$ cat src/rtl/dm_pkg.sv
// Debug-module DMI types, response codes, register addresses and register layouts.
// Shared by the DMI responder and anything else talking dm::dmi_req_t / dmi_resp_t.
package dm;

  typedef enum logic [1:0] {
    DTM_NOP   = 2'h0,
    DTM_READ  = 2'h1,
    DTM_WRITE = 2'h2
  } dtm_op_e;

  localparam logic [1:0] DTM_SUCCESS = 2'h0;
  localparam logic [1:0] DTM_ERR     = 2'h2;
  localparam logic [1:0] DTM_BUSY    = 2'h3;

  localparam logic [6:0] Data0     = 7'h04;
  localparam logic [6:0] DMControl = 7'h10;
  localparam logic [6:0] DMStatus  = 7'h11;
  localparam logic [6:0] HartInfo  = 7'h12;

  typedef struct packed {
    logic [6:0]  addr;
    dtm_op_e     op;
    logic [31:0] data;
  } dmi_req_t;

  typedef struct packed {
    logic [31:0] data;
    logic [1:0]  resp;
  } dmi_resp_t;

  typedef struct packed {
    logic        haltreq;
    logic        resumereq;
    logic [29:2] zero0;
    logic        ndmreset;
    logic        dmactive;
  } dmcontrol_t;

  typedef struct packed {
    logic [31:18] zero2;
    logic         allresumeack;
    logic         anyresumeack;
    logic [15:12] zero1;
    logic         allrunning;
    logic         anyrunning;
    logic         allhalted;
    logic         anyhalted;
    logic         authenticated;
    logic [6:4]   zero0;
    logic [3:0]   version;
  } dmstatus_t;

  typedef enum logic {
    IDLE = 1'b0,
    RESP = 1'b1
  } dmi_state_e;

endpackage

$ cat src/rtl/dm_dmi_responder.sv
// DMI target for a single-hart debug module: handshake FSM plus DM register set.
// Define DM_DMI_ADDR_ERR_EN to answer unmapped addresses with DTM_ERR.
module dm_dmi_responder
  import dm::*;
#(
  parameter int unsigned DataCount = 2
) (
  input  logic            clk,
  input  logic            rst_ni,
  input  logic            dmi_clear_i,
  input  dmi_req_t        dmi_req_i,
  input  logic            dmi_req_valid_i,
  output logic            dmi_req_ready_o,
  output dmi_resp_t       dmi_resp_o,
  output logic            dmi_resp_valid_o,
  input  logic            dmi_resp_ready_i,
  input  logic            halted_i,
  input  logic            resumeack_i,
  output logic            dmactive_o,
  output logic            ndmreset_o,
  output logic            haltreq_o,
  output logic            resumereq_o
);

`ifdef DM_DMI_ADDR_ERR_EN
  localparam bit AddrErr = 1'b1;
`else
  localparam bit AddrErr = 1'b0;
`endif

  dmi_state_e state_q, state_d;
  dmi_resp_t  resp_q, resp_d;

  logic        dmactive_q, dmactive_d;
  logic        ndmreset_q, ndmreset_d;
  logic        haltreq_q, haltreq_d;
  logic        resumereq_q;
  logic        ack_q, ack_d;
  logic [31:0] data_q [DataCount];

  logic                 accept;
  logic [DataCount-1:0] hit_data;
  logic                 is_ctl, is_stat, is_info;
  logic                 mapped;
  logic [31:0]          rdata;
  logic                 wr;
  logic                 we_ctl;
  logic                 keep;
  logic                 resume_set;
  dmcontrol_t           ctl_r, ctl_w;
  dmstatus_t            stat_r;

  assign accept = dmi_req_valid_i && dmi_req_ready_o;
  assign ctl_w  = dmcontrol_t'(dmi_req_i.data);

  always_ff @(posedge clk or negedge rst_ni) begin
    if (!rst_ni) state_q <= IDLE;
    else         state_q <= state_d;
  end

  always_comb begin
    state_d = state_q;
    unique case (state_q)
      IDLE: if (accept) state_d = RESP;
      RESP: if (dmi_resp_ready_i) state_d = IDLE;
      default: state_d = IDLE;
    endcase
    if (dmi_clear_i) state_d = IDLE;
  end

  // Gating with clear keeps a same-cycle request from handshaking.
  always_comb begin
    dmi_req_ready_o  = (state_q == IDLE) && !dmi_clear_i;
    dmi_resp_valid_o = (state_q == RESP);
  end

  always_comb begin
    ctl_r           = '0;
    ctl_r.haltreq   = haltreq_q;
    ctl_r.ndmreset  = ndmreset_q;
    ctl_r.dmactive  = dmactive_q;
    stat_r               = '0;
    stat_r.allresumeack  = ack_q;
    stat_r.anyresumeack  = ack_q;
    stat_r.allrunning    = ~halted_i;
    stat_r.anyrunning    = ~halted_i;
    stat_r.allhalted     = halted_i;
    stat_r.anyhalted     = halted_i;
    stat_r.authenticated = 1'b1;
    stat_r.version       = 4'd2;
  end

  always_comb begin
    hit_data = '0;
    rdata    = '0;
    is_ctl   = (dmi_req_i.addr == DMControl);
    is_stat  = (dmi_req_i.addr == DMStatus);
    is_info  = (dmi_req_i.addr == HartInfo);
    for (int i = 0; i < DataCount; i++) begin
      if (dmi_req_i.addr == Data0 + 7'(i)) begin
        hit_data[i] = 1'b1;
        rdata       = data_q[i];
      end
    end
    unique case (1'b1)
      is_ctl:  rdata = ctl_r;
      is_stat: rdata = stat_r;
      is_info: rdata = 32'(DataCount) << 12;
      default: ;
    endcase
    mapped = (|hit_data) || is_ctl || is_stat || is_info;
  end

  always_comb begin
    resp_d = '{data: 32'h0, resp: DTM_SUCCESS};
    wr     = 1'b0;
    unique case (dmi_req_i.op)
      DTM_NOP: ;
      DTM_READ: begin
        if (!mapped && AddrErr) resp_d.resp = DTM_ERR;
        else                    resp_d.data = rdata;
      end
      DTM_WRITE: begin
        if (!mapped && AddrErr) begin
          resp_d.resp = DTM_ERR;
        end else begin
          resp_d.data = dmi_req_i.data;
          wr          = mapped;
        end
      end
      default: resp_d.resp = DTM_ERR;
    endcase
  end

  // keep: the DM is active now and stays active; otherwise state collapses to 0.
  always_comb begin
    we_ctl     = accept && wr && is_ctl;
    dmactive_d = we_ctl ? ctl_w.dmactive : dmactive_q;
    keep       = dmactive_q && dmactive_d;
    haltreq_d  = 1'b0;
    ndmreset_d = 1'b0;
    if (keep) begin
      haltreq_d  = we_ctl ? ctl_w.haltreq : haltreq_q;
      ndmreset_d = we_ctl ? ctl_w.ndmreset : ndmreset_q;
    end
    resume_set = we_ctl && keep && ctl_w.resumereq && !ctl_w.haltreq;
    if (resume_set || (dmactive_q && !dmactive_d)) ack_d = 1'b0;
    else if (resumeack_i)                          ack_d = 1'b1;
    else                                           ack_d = ack_q;
  end

  always_ff @(posedge clk or negedge rst_ni) begin
    if (!rst_ni) begin
      dmactive_q  <= 1'b0;
      ndmreset_q  <= 1'b0;
      haltreq_q   <= 1'b0;
      resumereq_q <= 1'b0;
      ack_q       <= 1'b0;
      for (int i = 0; i < DataCount; i++) data_q[i] <= '0;
    end else begin
      dmactive_q  <= dmactive_d;
      ndmreset_q  <= ndmreset_d;
      haltreq_q   <= haltreq_d;
      resumereq_q <= resume_set;
      ack_q       <= ack_d;
      for (int i = 0; i < DataCount; i++) begin
        if (!keep)
          data_q[i] <= '0;
        else if (accept && wr && hit_data[i])
          data_q[i] <= dmi_req_i.data;
      end
    end
  end

  always_ff @(posedge clk or negedge rst_ni) begin
    if (!rst_ni)          resp_q <= '0;
    else if (dmi_clear_i) resp_q <= '0;
    else if (accept)      resp_q <= resp_d;
  end

  assign dmi_resp_o  = resp_q;
  assign dmactive_o  = dmactive_q;
  assign ndmreset_o  = ndmreset_q;
  assign haltreq_o   = haltreq_q;
  assign resumereq_o = resumereq_q;

endmodule

$ cat config.mk
export PLATFORM = sky130hd
export DESIGN_NAME = dm_dmi_responder
export DESIGN_NICKNAME = d
export VERILOG_FILES = /design/src/rtl/dm_pkg.sv /design/src/rtl/dm_dmi_responder.sv
export SDC_FILE = /design/constraint.sdc
export NUM_CORES = 1
export LEC_CHECK = 0
export CAP_MARGIN = 20
export CORE_MARGIN = 5
export CORE_UTILIZATION = 52
export CTS_CLUSTER_DIAMETER = 40
export DETAILED_ROUTE_END_ITERATION = 6
export MAX_ROUTING_LAYER = met4
export PLACE_DENSITY = 0.88
export SYNTH_ARGS = -nofsm -noshare
export SYNTH_HDL_FRONTEND = slang
export SYNTH_SLANG_ARGS = --single-unit
$ cat constraint.sdc
create_clock -name clk -period 2.7 [get_ports clk]
set_clock_uncertainty 0.15 [all_clocks]
set_input_delay 0.675 -clock clk [delete_from_list [all_inputs] [get_ports clk]]
set_output_delay 0.675 -clock clk [all_outputs]
set_load 0.005 [all_outputs]
## Word level (Yosys, flattened, before mapping)

Index checks and enable logic that the tools add are counted.

- Register bits after elaboration: 104
- Word-level logic and storage cells: 70
- Bits of input ports: 48

- Eq/ne operators: 10
- Reduce and logical (&&, ||, !) cells: 23
- Mux-type cells: 25
- Bitwise gates (word level): 2

Operators by type and width:

| cell | number |
|---|---|
| 2-to-1 mux 32 bit | 6 |
| case mux 32 bit (3 select lines) | 1 |
| 2-to-1 mux 34 bit | 2 |
| case mux 32 bit (2 select lines) | 1 |
| equality test 7 x 5 -> 1 bit (second input constant) | 3 |
| equality test 7 x 3 -> 1 bit (second input constant) | 2 |
| 2-to-1 mux 1 bit | 13 |
| logical AND 1 bit | 11 |
| inequality test 2 x 1 -> 1 bit (second input constant) | 3 |
| logical OR 1 bit | 4 |
| nonzero test 2 bit | 2 |
| logical NOT 1 bit | 3 |
| OR reduction 3 bit | 1 |
| equality test 2 x 1 -> 1 bit (second input constant) | 1 |
| equality test 2 bit (second input constant) | 1 |
| logical NOT 2 bit | 1 |
| 2-to-1 mux 2 bit | 1 |
| inverter 1 bit | 2 |
| case mux 1 bit (2 select lines) | 1 |
| OR reduction 2 bit | 1 |

## Logic depth before layout (Yosys ltp)

- Word-level depth: 16
- Gate-level depth with buffers: 8
- Depth with buffers taken out: 6

## Least setup slack after synthesis

No wires, ideal clock.

- Path kind: input-to-reg
- From: input port dmi_req_i[32] (netlist bit)
- To: register resp_q, in the netlist dmi_resp_o[2]
- Path slack: 0.218 ns
- Buffers on the path: 0
- Data arrival time: 2.241 ns
- Stages: 6
- Cell sequence: inv_1 -> ha_1 -> nor4b_1 -> o2111ai_1 -> or2_2 -> o221ai_1

- Cells in the longest elaborated chain, start to end: 4
- Elaborated cells on any way between the ends: 5
- Classes of those cells: eq/ne: 2; mux: 3

Ends and longest elaborated chain:

| what | line | source |
|---|---|---|
| start: declaration | dm_dmi_responder.sv:11 | `input dmi_req_t dmi_req_i,` |
| equality test 2 bit or equality test 2 x 1 -> 1 bit (tied branches) | dm_dmi_responder.sv:117 | `unique case (dmi_req_i.op)` |
| case mux 32 bit (2 select lines) (*) | dm_dmi_responder.sv:117 |  |
| 2-to-1 mux 34 bit (*) | dm_dmi_responder.sv:178 | `else if (accept) resp_q <= resp_d;` |
| 2-to-1 mux 34 bit (*) | dm_dmi_responder.sv:177 | `else if (dmi_clear_i) resp_q <= '0;` |
| end signal: assignment | dm_dmi_responder.sv:178 |  |
| end: declaration | dm_dmi_responder.sv:32 | `dmi_resp_t resp_q, resp_d;` |

Every way passes the cells marked *; elsewhere a longest branch is shown, timed or not. The select of a mux whose other input is x is not followed.
A chain may end at the register's enable or synchronous reset.

## Worst setup path in the final report

- From: input port dmi_req_i[33] (netlist bit)
- To: register data_q[33] (netlist bit)

- Cells in the longest elaborated chain, start to end: 7
- Elaborated cells on any way between the ends: 9
- Classes of those cells: eq/ne: 2; mux: 3; reduce/logical: 4

Ends and longest elaborated chain:

| what | line | source |
|---|---|---|
| equality test 2 bit (*) | dm_dmi_responder.sv:117 |  |
| 2-to-1 mux 1 bit (*) | dm_dmi_responder.sv:117 |  |
| logical AND 1 bit (*) | dm_dmi_responder.sv:137, dm_dmi_responder.sv:169 |  |
| logical AND 1 bit | dm_dmi_responder.sv:137 | `we_ctl = accept && wr && is_ctl;` |
| 2-to-1 mux 1 bit | dm_dmi_responder.sv:138 | `dmactive_d = we_ctl ? ctl_w.dmactive : dmactive_q;` |
| logical AND 1 bit | dm_dmi_responder.sv:139 | `keep = dmactive_q && dmactive_d;` |
| inequality test 2 x 1 -> 1 bit (no source line) or 2-to-1 mux 32 bit (tied branches) | -- |  |
| end signal: indexed assignment | dm_dmi_responder.sv:170 | `data_q[i] <= dmi_req_i.data;` |
| end: declaration | dm_dmi_responder.sv:39 | `logic [31:0] data_q [DataCount];` |

Every way passes the cells marked *; elsewhere a longest branch is shown, timed or not.

==> impl_results.md <==
- Final instance area: 6180 um^2
- Simple-gate share of the synthesized area: 16.5%
- Pleak: 2.67 nW
- Worst hold path type: primary input to asynchronous set/reset pin
- Flop and latch count out of synthesis: 103
- Ratio of cells with drive above 1 in the final layout: 11.5%
- First-pass GRT wire length: 22000 um
- Routed Antenna Nets: 0
- Met2 wire len: 6840 um
- Post-synth EDFFs: 0
- DR top layer: met4
- Asr flop ratio synth: 100%
- Netlist cell types: 43
- Largest cells by area after synthesis: dfrtp_1 54%, nand2_1 10%, a21oi_1 7.3%
- Die width: 106 um
- Hold Vio Cnt, Final: 0
- Die H: 106 um
- H-tree Lvls: 3
- Worst IR drop on VDD: 0.000259 V
- Final min period: 2.61 ns
- Placed Area: 5990 um^2
- Core Box Area: 9110 um^2
- GRT overflow: 0
- Initial core utilization: 52.4%
- Post-synthesis xor/xnor area fraction: 0%
- Clk pin slew, worst setup/hold paths: 0.10 ns
- Fin crit share: 96.8%
- Post-CTS Setup Inserts: 0
- Biggest area consumer among synthesized cells: dfrtp_1
- Drt drc: 0
- Met1 wire length: 5310 um
- Crit end category: register
- Synthesized area: 4770 um^2
- Mux contribution to synthesized area: 5.48%
- Pwr dens: 452 nW/um^2
- # resized after CTS: 1
- Count leader, synth: nand2_1
- Root buf cell: clkbuf_8
- Worst r2r src: dmi_resp_valid_o$_DFF_PN0_
- Seq/Total Area, Yosys: 54.0%
- Reg-to-reg endpoint: data_q[33]$_DFFE_PN0P_
- Slew Limit Fails: 0
- Post-Layout Cell Count: 723
- CTS tree: yes
- Cell row count: 35
- CTS Buf Count: 9
- Vias in the first global route: 4564
- Main flop type after synthesis: dfrtp_1
- Fmax: 383 MHz
- Clk_lat worst skew: 0.37 ns
- Top cells by count, synth: 133 x nand2_1, 103 x dfrtp_1, 70 x a21oi_1, 31 x a22oi_1
- Power Total: 2.79 mW
- Io pins: 88
- CP startpoint kind: primary input
- Via Count: 4367
- Worst Max-Slew Pin Slew: 0.547 ns
- # fillers: 667
- Reg-to-reg slack, setup: 0.54 ns
- Post-synthesis compound-gate area fraction: 18.9%
- Post-DP HPWL: 9370 um
- # nets final: 657
- Met3 wire length: 943 um
- Setup TNS: 0 ns
- Initial antenna violation count: 1
- I/O Buffers: 86
- Hold Buf Count CTS: 0
- Setup Viol. Count Final: 0
- CTS Buffer Depth: 2
- Starting DRT DRC Count: 398
- Syn Inst Count: 503
- CTS Sinks: 103
- R2R cell count: 5
- GPL Wtd Cong: 0.924
- GRT Overall Usage: 25.3%
- DRT Pass-1 Iters: 5
- Synth Area in Adders: 0.786%
- Area growth syn-to-layout: 29.4%
- Critical path data required time: 2.80 ns
- Critical path class: primary input to register
- Ys Warns: 0
- Synthesized Nets: 554
- Main combinational cell family by area after synthesis: compound AO/OA/AOI/OAI gates
- Arr. time, crit path: 2.71 ns
- Max FO, Critical Path: 34
- WL/cell: 18.8 um
- Placed Instances: 706
- Syn avg cell area: 9.49 um^2
- Number of max-cap violations: 0
- Largest net degree at the start of global routing: 66
- Max_slew headroom: 63.4%
- Unrepaired setup endpoints after global routing: no
- Die area: 11200 um^2
- Vias per cell: 6.04
- Routed wire length: 13600 um
- Status: finished clean
- Area share of the largest cell type after synthesis: 54.0%
-- layout make-up --
cell class	count	area [um^2]	area share [%]
Tap cell	111	139	2.25
Clock buffer	11	141	2.29
Timing Repair Buffer	130	1260	20.3
Inverter	4	15.0	0.243
Multi-Input combinational cell	358	2000	32.4
Clock inverter	5	42.5	0.689
Sequential cell	103	2580	41.7
Antenna cell	1	2.50	0.0405
-- critical path: stages --
cell and delay [ns]:
clkdlybuf4s50_1 0.51, ha_1 0.18, nand4bb_1 0.19, or4_4 0.60, o21ai_4 0.23, buf_12 0.23
a21oi_1 0.09
-- worst max path at each step --
stage                  startpoint                         to  slack [ns]
global placement    dmi_req_i[33]     data_q[12]$_DFFE_PN0P_       -0.20
finish              dmi_req_i[33]     data_q[33]$_DFFE_PN0P_        0.09
detailed placement  dmi_req_i[32]     data_q[33]$_DFFE_PN0P_       -0.27
CTS                 dmi_req_i[32]     data_q[33]$_DFFE_PN0P_        0.09
global route        dmi_req_i[33]     data_q[33]$_DFFE_PN0P_        0.01
floorplan           dmi_req_i[32]  dmi_resp_o[2]$_DFFE_PN0P_        0.22
-- registers in the layout, indices dropped and copies added (netlist names) --
signal,count
ack_q,1
dmactive_o,1
dmi_resp_o,33
haltreq_o,1
data_q,64
resumereq_o,1
ndmreset_o,1
dmi_resp_valid_o,1
-- placed cells by master (no fill, tap or decap), types with 2 or more instances in the layout --
master,synthesis,routed
a22oi_1,31,31
nor2b_1,3,2
nand3_1,2,2
inv_1,4,4
nor3_1,2,2
nand2b_1,7,7
a21o_1,2,2
ha_1,3,3
or3_1,2,2
buf_4,2,38
nand2_1,133,133
buf_12,0,5
nand4_1,2,2
clkdlybuf4s50_1,0,83
clkinvlp_4,0,3
nor2_1,6,5
mux2i_1,25,25
o21ai_0,29,29
o221ai_1,2,2
a21oi_1,70,70
dfrtp_1,103,103
or2_2,2,2
a211oi_1,8,8
and3_1,8,8
o31ai_1,4,4
clkbuf_8,0,10
-- logic make-up after synthesis --
kind of cell | after synthesis
buf+inv | 42
mux | 26
simple gates | 177
fa+ha+maj | 3
compound gates | 151
flops | 103
other cells | 1
-- metal layers --
layer,up-vias,GRT usage [%]
li1,1958,-
met1,2133,30.8
met2,225,41.4
met3,51,4.41
met4,0,11.6
met5,-,-
-- metrics by stage --
step / hold slack, ns / setup WS (ns) / utilization [%]
after global routing: 0.162 / 0.0124 / 67.8
after detailed placement: 0.360 / -0.273 / 65.8
after floorplan: 0.229 / 0.218 / -
after global placement: 0.354 / -0.195 / 65.6
final: 0.142 / 0.0864 / 67.8
after CTS: 0.164 / 0.0940 / 67.8
-- power by group --
| part | internal [mW] | total [mW] | switching (mW) |
|---|---|---|---|
| combinational | 0.142 | 0.286 | 0.145 |
| clock | 0.370 | 0.930 | 0.561 |
| sequential | 1.56 | 1.57 | 0.0130 |
| total | 2.07 | 2.79 | 0.718 |
No activity file was read; power rests on OpenSTA's default activity.
